### src/rtl/ysyx_24070016_pkg.sv
// Shared encodings for the ysyx_24070016 write-back path:
// result-source select, load funct3 codes, response codes and WBU states.
package ysyx_24070016_pkg;

   localparam logic [1:0] WB_ALU  = 2'b00;
   localparam logic [1:0] WB_LOAD = 2'b01;
   localparam logic [1:0] WB_PC4  = 2'b10;
   localparam logic [1:0] WB_ALT  = 2'b11;

   localparam logic [2:0] F3_LB  = 3'b000;
   localparam logic [2:0] F3_LH  = 3'b001;
   localparam logic [2:0] F3_LW  = 3'b010;
   localparam logic [2:0] F3_LBU = 3'b100;
   localparam logic [2:0] F3_LHU = 3'b101;

   localparam logic [1:0] RESP_OK = 2'b00;

   typedef enum logic [1:0] {
      S_IDLE     = 2'b00,
      S_WAIT_MEM = 2'b01,
      S_WRITE    = 2'b10
   } wbu_state_e;

endpackage

### src/rtl/ysyx_24070016_load_align.sv
// Combinational load extractor: picks the byte/halfword addressed inside an
// aligned 32-bit word and sign- or zero-extends it according to funct3.
module ysyx_24070016_load_align
   import ysyx_24070016_pkg::*;
#(
   parameter int DATA_WIDTH = 32
) (
   input  logic [DATA_WIDTH-1:0] word,
   input  logic [1:0]            addr,
   input  logic [2:0]            funct3,
   output logic [DATA_WIDTH-1:0] data
);

   logic [7:0]  byte_v;
   logic [15:0] half_v;

   always_comb begin
      case (addr)
         2'd0:    byte_v = word[7:0];
         2'd1:    byte_v = word[15:8];
         2'd2:    byte_v = word[23:16];
         default: byte_v = word[31:24];
      endcase
      // Halfword loads ignore addr[0]; misaligned halves read the enclosing pair.
      half_v = addr[1] ? word[31:16] : word[15:0];

      case (funct3)
         F3_LB:   data = {{(DATA_WIDTH-8){byte_v[7]}}, byte_v};
         F3_LBU:  data = {{(DATA_WIDTH-8){1'b0}}, byte_v};
         F3_LH:   data = {{(DATA_WIDTH-16){half_v[15]}}, half_v};
         F3_LHU:  data = {{(DATA_WIDTH-16){1'b0}}, half_v};
         default: data = word;
      endcase
   end

endmodule

### src/rtl/ysyx_24070016_wbu.sv
// Write-back unit: holds one retired instruction, waits for load data when
// needed, then drives a single register-file write and a commit pulse.
module ysyx_24070016_wbu
   import ysyx_24070016_pkg::*;
#(
   parameter int ADDR_WIDTH = 5,
   parameter int DATA_WIDTH = 32
) (
   input  logic                  clk,
   input  logic                  rst_n,

   input  logic                  in_valid,
   output logic                  in_ready,
   input  logic [ADDR_WIDTH-1:0] in_rd,
   input  logic                  in_wb_en,
   input  logic [1:0]            in_wb_sel,
   input  logic [DATA_WIDTH-1:0] in_result,
   input  logic [DATA_WIDTH-1:0] in_pc,
   input  logic [2:0]            in_ld_funct3,

   input  logic                  mem_rvalid,
   output logic                  mem_rready,
   input  logic [DATA_WIDTH-1:0] mem_rdata,
   input  logic [1:0]            mem_rresp,

   output logic                  rf_wen,
   output logic [ADDR_WIDTH-1:0] rf_waddr,
   output logic [DATA_WIDTH-1:0] rf_wdata,

   output logic                  commit_valid,
   output logic [DATA_WIDTH-1:0] commit_pc,
   output logic                  commit_err,

   output logic                  busy,
   output logic [ADDR_WIDTH-1:0] busy_rd
);

   wbu_state_e            state_p1;
   logic [ADDR_WIDTH-1:0] rd_p1;
   logic                  wb_en_p1;
   logic [1:0]            wb_sel_p1;
   logic [DATA_WIDTH-1:0] result_p1;
   logic [DATA_WIDTH-1:0] pc_p1;
   logic [2:0]            funct3_p1;
   logic [DATA_WIDTH-1:0] rdata_p1;
   logic                  fault_p1;

   logic                  fire;
   logic                  in_write;
   logic                  rd_valid;
   logic [DATA_WIDTH-1:0] ld_data;
   logic [DATA_WIDTH-1:0] wb_value;

   function automatic logic [DATA_WIDTH-1:0] next_pc(input logic [DATA_WIDTH-1:0] pc);
      return pc + DATA_WIDTH'(4);
   endfunction

   assign in_ready   = (state_p1 != S_WAIT_MEM);
   assign fire       = in_valid && in_ready;
   assign mem_rready = (state_p1 == S_WAIT_MEM);
   assign in_write   = (state_p1 == S_WRITE);
   assign busy       = (state_p1 != S_IDLE);

   // ---- capture stage: accept an instruction or a load response ----
   always_ff @(posedge clk or negedge rst_n) begin
      if (!rst_n) begin
         state_p1 <= S_IDLE;
      end else begin
         case (state_p1)
            S_WAIT_MEM: begin
               if (mem_rvalid) state_p1 <= S_WRITE;
            end
            default: begin
               if (fire) state_p1 <= (in_wb_sel == WB_LOAD) ? S_WAIT_MEM : S_WRITE;
               else      state_p1 <= S_IDLE;
            end
         endcase
      end
   end

   // Payload registers carry no reset; every output they feed is gated by state.
   always_ff @(posedge clk) begin
      if (fire) begin
         rd_p1     <= in_rd;
         wb_en_p1  <= in_wb_en;
         wb_sel_p1 <= in_wb_sel;
         result_p1 <= in_result;
         pc_p1     <= in_pc;
         funct3_p1 <= in_ld_funct3;
         fault_p1  <= 1'b0;
      end else if (mem_rready && mem_rvalid) begin
         rdata_p1  <= mem_rdata;
         fault_p1  <= (mem_rresp != RESP_OK);
      end
   end

   ysyx_24070016_load_align #(
      .DATA_WIDTH (DATA_WIDTH)
   ) u_load_align (
      .word   (rdata_p1),
      .addr   (result_p1[1:0]),
      .funct3 (funct3_p1),
      .data   (ld_data)
   );

   // ---- write stage: outputs derive only from captured registers ----
   always_comb begin
      case (wb_sel_p1)
         WB_LOAD: wb_value = ld_data;
         WB_PC4:  wb_value = next_pc(pc_p1);
         default: wb_value = result_p1;
      endcase
   end

   // RV32E has only x0..x15; x0 and faulted loads never write.
   assign rd_valid     = (rd_p1 != '0) && (rd_p1 < ADDR_WIDTH'(16));

   assign rf_wen       = in_write && wb_en_p1 && rd_valid && !fault_p1;
   assign rf_waddr     = in_write ? rd_p1    : '0;
   assign rf_wdata     = in_write ? wb_value : '0;
   assign commit_valid = in_write;
   assign commit_pc    = in_write ? pc_p1    : '0;
   assign commit_err   = in_write && fault_p1;
   assign busy_rd      = (busy && wb_en_p1 && (rd_p1 != '0)) ? rd_p1 : '0;

endmodule

### config.mk
export PLATFORM = sky130hd
export DESIGN_NAME = ysyx_24070016_wbu
export DESIGN_NICKNAME = d
export VERILOG_FILES = /design/src/rtl/ysyx_24070016_pkg.sv /design/src/rtl/ysyx_24070016_load_align.sv /design/src/rtl/ysyx_24070016_wbu.sv
export SDC_FILE = /design/constraint.sdc
export NUM_CORES = 1
export LEC_CHECK = 0
export BUFFER_PORTS_ARGS = -buffer_cell sky130_fd_sc_hd__clkbuf_2
export CAP_MARGIN = 20
export CORE_ASPECT_RATIO = 0.5
export CORE_MARGIN = 4
export CORE_UTILIZATION = 55
export DETAILED_ROUTE_END_ITERATION = 10
export HOLD_SLACK_MARGIN = 0.05
export PLACE_DENSITY_LB_ADDON = 0.3
export SLEW_MARGIN = 0
export SYNTH_ARGS = -nofsm -noshare
export SYNTH_HDL_FRONTEND = slang
export SYNTH_SLANG_ARGS = --single-unit
### constraint.sdc
create_clock -name clk -period 5.99 [get_ports clk]
set_clock_uncertainty 0.2 [all_clocks]
set_input_delay 0.599 -clock clk [delete_from_list [all_inputs] [get_ports clk]]
set_output_delay 0.599 -clock clk [all_outputs]
set_load 0.01 [all_outputs]
==> flow_summary.ini <==
[cells_and_area]
diodes = 0
area_growth_pct = 24.9
fin_nets = 788
fin_util_pct = 72.2
drive_gt1_share_pct = 33.2

[synth]
synth_top_cell_area_share_pct = 57.3
synthesis.area_mm2 = 0.00561
yosysTopAreaCell = edfxtp_1
synth_flop_cell = edfxtp_1
synthCells = 495
yosys_warnings = 0
ys_async_sr_fraction_pct = 1.82
synthTopCellsByCount = edfxtp_1 (107), and2_1 (40), o21ai_0 (40)
syn_area_per_cell_um2 = 11.3
ys_seq_area_share_pct = 58.5
synth_seq_cells = 110
synth.distinct_cells = 54
yosysMostFrequentCell = edfxtp_1
netlist_top_cells_area = edfxtp_1 (57%), and2_1 (4.5%), o21ai_0 (3.6%)
synth_enable_flop_cells = 107
syn_nets = 611

[place]
hpwl_um = 12200
numPortBuffers = 192
routabilityCongestion = 0.923

[clocking]
htreeDepth = 3
cts_tree = done
cts_root_buffer = clkbuf_16
clock_latency_ns = 0.35
clkTransAtPathRegs_ns = 0.07
clkSinkCount = 110
numCtsBuffers = 9
clock_path_buffers = 2
cts.repair.resized = 0

[floorplanning]
design.die.area_mm2 = 0.0120
core_area_mm2 = 0.00970
die_w_um = 151
start_util_pct = 57.9
row_count = 25
die_h_um = 79.4
ios = 193

[routing]
drt-initial-drc-count = 707
routed_wl_um = 16400
vias = 4832
first_pass_iters = 6
wl_met1_um = 6610
vias_per_cell = 5.95
ant_nets = 0
met3WireLength_um = 2170
route.met2.wl_um = 7340
top_layer_used = met4
routedWlPerCell_um = 20.1
drc = 0

[sta]
setup_viol = 0
tns_ns = 0
slew_violations = 0
fmaxAchievable_ghz = 0.224
min_period_ns = 4.46
period_share_pct = 74.5
hold_violations = 0
worst_pin_slew_ns = 1.07
rsz0062_at_grt = false
maxSlewHeadroom_pct = 28.5

[power_and_ir_drop]
finalPower_uw = 1920
p_per_area_mw_per_mm2 = 274
power.leakage_uw = 0.00292
peakVddDrop_mv = 0.166

[worst_setup_path]
reg2reg_to = result_p1[1]
slowest_stage = nor2_1
cp.arrival_ns = 3.66
crit_path_end_kind = primary output
reg2regPathDepth = 4
critical_path_class = flip-flop to primary output
max_stage_delay_ns = 0.98
crit_required_ns = 5.19
cpLargestDelayFamily = simple AND/OR/NAND/NOR gates
cp-start-kind = flip-flop
crit_chain = ha_1, inv_1, nor2_1, nand2_1, o311ai_0, clkbuf_2
reg2reg_setup_slack_ns = 3.57
critPathBufInv = 2
crit_fanout = 30
r2r_start = state_p1[0]

[job]
maxCapViolations = 0

[global_route]
antenna_found_initial = 0
grtUsageTotal_pct = 27.5
grt_pass1_vias = 4623
grt_overflow_total = 0
grt_pass1_wl_um = 24600
grt_max_degree = 40

[min_path]
min_to = result_p1[23]
holdPathStages = 1
min_from = in_result[23]
min_path_type = input pin to flip-flop

[run_status]
outcome = completed
-- cell type report --
cell class,count,area [um2]
clock buffer,10,239
clock inverter,6,109
fill,708,2690
inverter,18,67.6
multi-input combinational,336,2140
sequential,110,3280
tap,135,169
timing repair buffer,197,1000
-- per-layer routing --
layer,track usage [%],vias to the layer above
met3,11.9,27
met5,0,-
li1,-,2227
met4,6.69,0
met1,36.7,2284
met2,41.8,294
-- cells in the final DEF (no fill, tap or decap), drive strengths merged, types with 4 or more instances in the layout --
master  instances
nor4            4
a221o           6
a21oi          35
a31oi          11
clkbuf        202
o22ai          12
xor2           15
mux2            7
xnor2           7
a221oi          4
nand3b          7
and2           40
a211oi          5
buf             4
a211o           4
o21ai          42
nor3            7
clkinv          4
inv            17
nand2b          5
nand3          11
and4            4
nand2          28
and3           10
a21o           13
nor2           20
nand4           8
edfxtp        107
-- sequential cells by signal, indices dropped and copies added, names as in the netlist --
name       cells
rd_p1          5
pc_p1         32
wb_en_p1       1
wb_sel_p1      2
result_p1     32
fault_p1       1
funct3_p1      3
rdata_p1      32
state_p1       2
-- repair_timing --
action	4_1_cts	5_1_grt
hold buffers	1	0
setup buffers	0	0
endpoints found under the hold margin	2	0
-- cells by family after synthesis --
group | count (synthesis) | share of synthesized area [%]
simple gates | 152 | 15.2
compound gates | 148 | 16.5
flops | 110 | 58.5
buf+inv | 49 | 3.39
xor+xnor | 22 | 3.43
mux | 11 | 2.34
fa+ha+maj | 3 | 0.669
-- worst max-delay path by stage --
stage                       startpoint  cells past startpoint      endpoint  slack, ns
after floorplan               in_valid                      2  funct3_p1[0]       3.22
final                     wb_sel_p1[1]                      6  rf_wdata[10]       1.53
after global routing      wb_sel_p1[1]                      6  rf_wdata[10]       1.35
after CTS                 wb_sel_p1[1]                      6  rf_wdata[10]       1.62
after global placement    wb_sel_p1[1]                      6  rf_wdata[10]       2.13
after detailed placement  wb_sel_p1[1]                      6  rf_wdata[10]       2.02
-- through the flow --
step | cell area [um2] | worst slack, ns | std cells | hold WS, ns
after detailed placement | 6650 | 2.02 | 795 | 0.189
after global routing | 7010 | 1.35 | 812 | 0.206
after floorplan | 5610 | 3.22 | 495 | 0.103
after global placement | 6650 | 2.13 | 795 | 0.187
final | 7010 | 1.53 | 812 | 0.212
after CTS | 7010 | 1.62 | 812 | 0.209
-- worst register-to-register path: cells and delay by family (launching register included) --
| kind | cells | cell delay [ns] |
|---|---|---|
| buffers and inverters | 2 | 1.15 |
| flip-flops | 1 | 0.40 |
| AND/OR/NAND/NOR | 2 | 0.29 |
-- report_power, final --
part           internal (uW)  leakage [uW]  total (uW)  switching (uW)
clock                    419      0.000172         687             267
combinational            119       0.00169         302             183
sequential               895       0.00105         932            37.1
total                   1430       0.00292        1920             487
(Power assumes the default switching activity.)
